===== config.mk =====
export PLATFORM = sky130hd
export DESIGN_NAME = multicycle_control
export DESIGN_NICKNAME = d
export VERILOG_FILES = /design/src/rtl/multicycle_pkg.sv /design/src/rtl/multicycle_control_alu_decoder.sv /design/src/rtl/multicycle_control.sv
export SDC_FILE = /design/constraint.sdc
export NUM_CORES = 1
export LEC_CHECK = 0
export CAP_MARGIN = 25
export CORE_UTILIZATION = 30
export CTS_CLUSTER_DIAMETER = 60
export CTS_CLUSTER_SIZE = 40
export DETAILED_ROUTE_END_ITERATION = 7
export DONT_BUFFER_PORTS = 1
export PLACE_DENSITY = 0.45
export RECOVER_POWER = 100
export SYNTH_ARGS = -nofsm -noshare
export SYNTH_HDL_FRONTEND = slang
export SYNTH_SLANG_ARGS = --single-unit

===== constraint.sdc =====
create_clock -name i_clk -period 2 [get_ports i_clk]
set_clock_uncertainty 0.2 [all_clocks]
set_input_delay 0.2 -clock i_clk [delete_from_list [all_inputs] [get_ports i_clk]]
set_output_delay 0.2 -clock i_clk [all_outputs]
set_load 0.01 [all_outputs]

===== src/rtl/multicycle_pkg.sv =====
// Shared types and encodings for the multi-cycle RV32I control unit.
package multicycle_pkg;

  typedef enum logic [3:0] {
    S_FETCH,
    S_DECODE,
    S_MEM_ADR,
    S_MEM_READ,
    S_MEM_WB,
    S_MEM_WRITE,
    S_EXEC_R,
    S_EXEC_I,
    S_ALU_WB,
    S_BRANCH,
    S_JAL,
    S_TRAP
  } state_t;

  typedef enum logic [3:0] {
    ALU_ADD  = 4'b0000,
    ALU_SUB  = 4'b0001,
    ALU_AND  = 4'b0010,
    ALU_OR   = 4'b0011,
    ALU_XOR  = 4'b0100,
    ALU_SLT  = 4'b0101,
    ALU_SLTU = 4'b0110,
    ALU_SLL  = 4'b0111,
    ALU_SRL  = 4'b1000,
    ALU_SRA  = 4'b1001,
    ALU_BAD  = 4'b1111
  } alu_ctrl_t;

  localparam logic [6:0] OP_LOAD   = 7'b0000011;
  localparam logic [6:0] OP_STORE  = 7'b0100011;
  localparam logic [6:0] OP_RTYPE  = 7'b0110011;
  localparam logic [6:0] OP_ITYPE  = 7'b0010011;
  localparam logic [6:0] OP_BRANCH = 7'b1100011;
  localparam logic [6:0] OP_JAL    = 7'b1101111;

  localparam logic [1:0] SRC_A_PC    = 2'b00;
  localparam logic [1:0] SRC_A_OLDPC = 2'b01;
  localparam logic [1:0] SRC_A_RS1   = 2'b10;

  localparam logic [1:0] SRC_B_RS2  = 2'b00;
  localparam logic [1:0] SRC_B_IMM  = 2'b01;
  localparam logic [1:0] SRC_B_FOUR = 2'b10;

  localparam logic [1:0] RES_ALUOUT    = 2'b00;
  localparam logic [1:0] RES_MEMDATA   = 2'b01;
  localparam logic [1:0] RES_ALURESULT = 2'b10;

  localparam logic [2:0] IMM_I = 3'b000;
  localparam logic [2:0] IMM_S = 3'b001;
  localparam logic [2:0] IMM_B = 3'b010;
  localparam logic [2:0] IMM_J = 3'b011;

endpackage


===== src/rtl/multicycle_control_alu_decoder.sv =====
// Maps func3/func7_5 to an ALU operation code for R-type and I-type ops.
module alu_decoder
  import multicycle_pkg::*;
(
  input  logic      [2:0] i_func3,
  input  logic            i_func7_5,
  input  logic            i_is_rtype,
  output alu_ctrl_t       o_alu_control,
  output logic            o_illegal
);

  // Decode the operation; bit 30 only selects SUB (R-type) and SRA/SRAI,
  // and is illegal with any other R-type func3.
  always_comb begin
    o_alu_control = ALU_BAD;
    o_illegal     = 1'b0;
    case (i_func3)
      3'b000:  o_alu_control = (i_is_rtype && i_func7_5) ? ALU_SUB : ALU_ADD;
      3'b001:  o_alu_control = ALU_SLL;
      3'b010:  o_alu_control = ALU_SLT;
      3'b011:  o_alu_control = ALU_SLTU;
      3'b100:  o_alu_control = ALU_XOR;
      3'b101:  o_alu_control = i_func7_5 ? ALU_SRA : ALU_SRL;
      3'b110:  o_alu_control = ALU_OR;
      default: o_alu_control = ALU_AND;
    endcase
    if (i_is_rtype && i_func7_5 && (i_func3 != 3'b000) && (i_func3 != 3'b101)) begin
      o_alu_control = ALU_BAD;
      o_illegal     = 1'b1;
    end
  end

endmodule


===== src/rtl/multicycle_control.sv =====
// Multi-cycle RV32I control FSM with a memory handshake, wait-state
// timeout and a sticky trap.
module multicycle_control
  import multicycle_pkg::*;
#(
  parameter int MEM_TIMEOUT = 16
) (
  input  logic       i_clk,
  input  logic       i_rst_n,
  input  logic [6:0] i_op,
  input  logic [2:0] i_func3,
  input  logic       i_func7_5,
  input  logic       i_alu_zero,
  input  logic       i_mem_ack,
  output logic       o_mem_req,
  output logic       o_mem_write,
  output logic       o_adr_source,
  output logic       o_ir_write,
  output logic       o_pc_write,
  output logic       o_reg_write,
  output logic [1:0] o_alu_src_a,
  output logic [1:0] o_alu_src_b,
  output logic [2:0] o_imm_source,
  output logic [1:0] o_result_source,
  output logic [3:0] o_alu_control,
  output logic       o_trap
);

  localparam int CW = (MEM_TIMEOUT > 0) ? $clog2(MEM_TIMEOUT + 1) : 1;

  state_t          r_state;
  state_t          w_next;
  logic   [CW-1:0] r_wait_cnt;
  logic            w_is_req_state;
  logic            w_timeout;
  logic            w_is_rtype;
  alu_ctrl_t       w_dec_alu;
  logic            w_dec_illegal;

  assign w_is_rtype     = (r_state == S_EXEC_R);
  assign w_is_req_state = (r_state == S_FETCH) || (r_state == S_MEM_READ) ||
                          (r_state == S_MEM_WRITE);
  assign w_timeout      = (MEM_TIMEOUT != 0) && (r_wait_cnt == CW'(MEM_TIMEOUT));

  alu_decoder u_alu_decoder (
    .i_func3       (i_func3),
    .i_func7_5     (i_func7_5),
    .i_is_rtype    (w_is_rtype),
    .o_alu_control (w_dec_alu),
    .o_illegal     (w_dec_illegal)
  );

  // State register; reset abandons any instruction and restarts at FETCH.
  always_ff @(posedge i_clk or negedge i_rst_n) begin
    if (!i_rst_n) begin
      r_state <= S_FETCH;
    end else begin
      r_state <= w_next;
    end
  end

  // Wait-state counter: counts unacknowledged request cycles, clears on ack
  // or on leaving the state.
  always_ff @(posedge i_clk or negedge i_rst_n) begin
    if (!i_rst_n) begin
      r_wait_cnt <= '0;
    end else if ((MEM_TIMEOUT == 0) || !w_is_req_state || i_mem_ack || (w_next != r_state)) begin
      r_wait_cnt <= '0;
    end else begin
      r_wait_cnt <= r_wait_cnt + CW'(1);
    end
  end

  // Next-state and output decode; everything is forced low while in reset.
  always_comb begin
    w_next          = r_state;
    o_mem_req       = 1'b0;
    o_mem_write     = 1'b0;
    o_adr_source    = 1'b0;
    o_ir_write      = 1'b0;
    o_pc_write      = 1'b0;
    o_reg_write     = 1'b0;
    o_alu_src_a     = SRC_A_PC;
    o_alu_src_b     = SRC_B_RS2;
    o_imm_source    = IMM_I;
    o_result_source = RES_ALUOUT;
    o_alu_control   = ALU_ADD;
    o_trap          = 1'b0;

    case (r_state)
      S_FETCH: begin
        o_mem_req       = 1'b1;
        o_alu_src_b     = SRC_B_FOUR;
        o_result_source = RES_ALURESULT;
        if (i_mem_ack) begin
          o_ir_write = 1'b1;
          o_pc_write = 1'b1;
          w_next     = S_DECODE;
        end else if (w_timeout) begin
          w_next = S_TRAP;
        end
      end
      S_DECODE: begin
        o_alu_src_a  = SRC_A_OLDPC;
        o_alu_src_b  = SRC_B_IMM;
        o_imm_source = (i_op == OP_JAL) ? IMM_J : IMM_B;
        case (i_op)
          OP_LOAD, OP_STORE: w_next = S_MEM_ADR;
          OP_RTYPE:          w_next = S_EXEC_R;
          OP_ITYPE:          w_next = S_EXEC_I;
          OP_BRANCH:         w_next = S_BRANCH;
          OP_JAL:            w_next = S_JAL;
          default:           w_next = S_TRAP;
        endcase
      end
      S_MEM_ADR: begin
        o_alu_src_a  = SRC_A_RS1;
        o_alu_src_b  = SRC_B_IMM;
        o_imm_source = (i_op == OP_STORE) ? IMM_S : IMM_I;
        w_next       = (i_op == OP_STORE) ? S_MEM_WRITE : S_MEM_READ;
      end
      S_MEM_READ: begin
        o_mem_req    = 1'b1;
        o_adr_source = 1'b1;
        if (i_mem_ack) begin
          w_next = S_MEM_WB;
        end else if (w_timeout) begin
          w_next = S_TRAP;
        end
      end
      S_MEM_WB: begin
        o_result_source = RES_MEMDATA;
        o_reg_write     = 1'b1;
        w_next          = S_FETCH;
      end
      S_MEM_WRITE: begin
        o_mem_req    = 1'b1;
        o_mem_write  = 1'b1;
        o_adr_source = 1'b1;
        if (i_mem_ack) begin
          w_next = S_FETCH;
        end else if (w_timeout) begin
          w_next = S_TRAP;
        end
      end
      S_EXEC_R: begin
        o_alu_src_a   = SRC_A_RS1;
        o_alu_src_b   = SRC_B_RS2;
        o_alu_control = w_dec_alu;
        w_next        = w_dec_illegal ? S_TRAP : S_ALU_WB;
      end
      S_EXEC_I: begin
        o_alu_src_a   = SRC_A_RS1;
        o_alu_src_b   = SRC_B_IMM;
        o_imm_source  = IMM_I;
        o_alu_control = w_dec_alu;
        w_next        = w_dec_illegal ? S_TRAP : S_ALU_WB;
      end
      S_ALU_WB: begin
        o_result_source = RES_ALUOUT;
        o_reg_write     = 1'b1;
        w_next          = S_FETCH;
      end
      S_BRANCH: begin
        o_alu_src_a     = SRC_A_RS1;
        o_alu_src_b     = SRC_B_RS2;
        o_alu_control   = ALU_SUB;
        o_result_source = RES_ALUOUT;
        case (i_func3)
          3'b000: begin
            o_pc_write = i_alu_zero;
            w_next     = S_FETCH;
          end
          3'b001: begin
            o_pc_write = !i_alu_zero;
            w_next     = S_FETCH;
          end
          default: w_next = S_TRAP;
        endcase
      end
      S_JAL: begin
        o_alu_src_a     = SRC_A_OLDPC;
        o_alu_src_b     = SRC_B_FOUR;
        o_result_source = RES_ALUOUT;
        o_pc_write      = 1'b1;
        w_next          = S_ALU_WB;
      end
      S_TRAP: begin
        o_trap = 1'b1;
      end
      default: w_next = S_TRAP;
    endcase

    if (!i_rst_n) begin
      o_mem_req       = 1'b0;
      o_mem_write     = 1'b0;
      o_adr_source    = 1'b0;
      o_ir_write      = 1'b0;
      o_pc_write      = 1'b0;
      o_reg_write     = 1'b0;
      o_alu_src_a     = 2'b00;
      o_alu_src_b     = 2'b00;
      o_imm_source    = 3'b000;
      o_result_source = 2'b00;
      o_alu_control   = 4'b0000;
      o_trap          = 1'b0;
    end
  end

endmodule

==> reports/metrics.yaml <==
finalSetupViolCount: 0
core_um2: 3661
grt_pass1_vias: 1087
worst_ir_drop_vdd_uv: 352.2
status: "completed"
final_cell_count_no_fill: 211
postSynthAreaPerCell_um2: 7.763
yosysMostFrequentCell: "nor2_1"
routed_wl_um: 3146
hold_path.class: "input port to flop"
io_buffer_count: 0
hold_viol: 0
drive_gt1_share_pct: 26.38
worst_setup_path_end_kind: "output port"
gp_congestion: 0.8227
synth_warnings: 0
cts_buffers: 3
hpwl_um: 2211
synth_edf_count: 0
start_util_pct: 31.17
critPathMaxFanout: 9
dieWidth_um: 63.68
clock_tree.buffer_depth: 2
whs_ns: 0.05874
vias: 1135
yosysSeqAreaShare_pct: 19.74
syn2layout_area_growth_pct: 17.21
dp_cells: 196
synthCells: 147
rsz0062_at_grt: "yes"
crit_arrival_ns: 1.59
first_pass_iters: 4
postLayoutCellArea_um2: 1338
leakagePower_nw: 0.5375
power_density_nw_per_um2: 1210
root_buffer: "clkbuf_8"
syn_nets: 164
clk_latency_ns: 0.23
drv_slew: 0
tritoncts: "done"
place_area_um2: 1202
setup_tns_ns: 0
synth_ff_type: "dfrtp_1"
grt-ovfl-total: 0
synth_area_leader_cell: "dfrtp_1"
clock_sinks: 9
die_area_um2: 4055
antenna_found_initial: 0
async_flop_share_pct: 100.0
synth_area_leaders: "dfrtp_1 20%, nor2_1 5.9%, nor2b_1 3.8%"
grt_pass1_wl_um: 5250
crit_path_start_kind: "flop"
grt_max_degree: 12
ant_nets: 0
globalRouteTotalUtil_pct: 16.38
post_synth_most_frequent_cells: "18 x nor2_1, 10 x nand2_1, 9 x dfrtp_1"
rows: 22
synth_seq_cells: 9
worstSetupPathType: "flop to output port"
path_clk_slew_ns: 0.05
drt_iter0_markers: 40
n_antenna_cell: 0
max-cap-violations: 0
io_pins: 35
dieHeight_um: 63.68
period_share_pct: 99.43
ys_types: 49
num-nets-final: 181
fmax_ghz: 0.5029
htreeDepth: 1
drc_errors: 0
cp_data_required_time_ns: 1.60
synth_top_area_share_pct: 19.74
fin_crit_ns: 1.989
vias_per_cell: 5.379
post_drt_wl_per_cell_um: 14.91
netlist_area_um2: 1141
[state kept, by name, summed over array words and instances (netlist names)]
| signal | flops |
|---|---|
| r_wait_cnt | 5 |
| r_state | 4 |
[timing repair]
| action | CTS | global route |
|---|---|---|
| endpoints found under the hold margin | 11 | 0 |
| endpoints found under the setup margin | 7 | 5 |
| gates resized for setup | 6 | 5 |
| pin swaps | 1 | 1 |
| hold buffers | 3 | 0 |
| buffers inserted | 4 | 4 |
[layout make-up]
| class | count | area (um2) |
|---|---|---|
| fillers | 396 | 2323 |
| clock inverters | 1 | 5.005 |
| clock buffers | 3 | 41.29 |
| multi-input cells | 123 | 813.3 |
| well taps | 48 | 60.06 |
| repair buffers | 22 | 168.9 |
| inverters | 5 | 18.77 |
| flip-flops and latches | 9 | 230.2 |
[where the power goes]
group | switching [mW] | internal, mW | leakage (nW) | total [mW]
Combinational | 0.559 | 0.479 | 0.398 | 1.04
Clock | 0.0800 | 0.137 | 0.0255 | 0.217
Sequential | 0.122 | 0.242 | 0.114 | 0.363
[placed cells by master (no fill, tap or decap), drive strengths merged, types with 4 or more instances in the layout]
cell type  instances
xor2               4
inv                5
o21ai              8
buf               18
nand2             10
nor2b              7
a21oi              8
nor2              19
nand3              6
dfrtp              9
nor3              10
and3               4
clkbuf             4
and2               4
[cells by family (layout without fill, tap and decap cells)]
kind of cell    count (synthesis)  count (layout)  share of synthesized area, %
simple gates                   80              80                         42.76
compound gates                 33              33                         20.18
buf+inv                        15              31                         8.771
flops                           9               9                         19.74
xor+xnor                        7               7                         6.032
fa+ha+maj                       2               2                         2.193
other cells                     1               1                        0.3286
[path summary, 6_finish.rpt]
path / startpoint / slack (ns) / cells past startpoint / endpoint
hold / removal: i_op[6] / 0.06 / 3 / r_state[1]$_DFF_PN0_
min in group asynchronous: i_rst_n / 0.15 / 1 / r_wait_cnt[0]$_DFF_PN0_
hold reg to reg: r_wait_cnt[0]$_DFF_PN0_ / 0.29 / 1 / r_wait_cnt[0]$_DFF_PN0_
max in group asynchronous: i_rst_n / 1.12 / 1 / r_state[1]$_DFF_PN0_
setup / recovery: r_state[3]$_DFF_PN0_ / 0.01 / 4 / o_alu_control[2]
setup reg to reg: r_wait_cnt[0]$_DFF_PN0_ / 0.17 / 6 / r_state[0]$_DFF_PN0_
[metrics by stage]
stage	total power, mW	utilization, %	setup WS [ns]
finish	1.618	36.53	0.01136
global route	1.759	36.53	-0.05902
CTS	1.594	35.99	0.002346
detailed placement	1.293	32.84	0.1251
global placement	1.280	32.84	0.1425
floorplan	1.108	-	0.2357
[worst max-delay path: stages (launching register included)]
cell and delay, ns:
dfrtp_2 0.49, and2b_2 0.28, nand3_2 0.13, a311oi_2 0.30, buf_4 0.16
[routing by layer]
layer	track usage, %	part of all wire [%]	up-vias
met5	0	0	-
met4	7.670	2.2	0
met3	2.355	2.7	6
met2	27.66	50	28
met1	20.22	45	546
li1	-	-	555
Power figures use the tool's default switching activity.
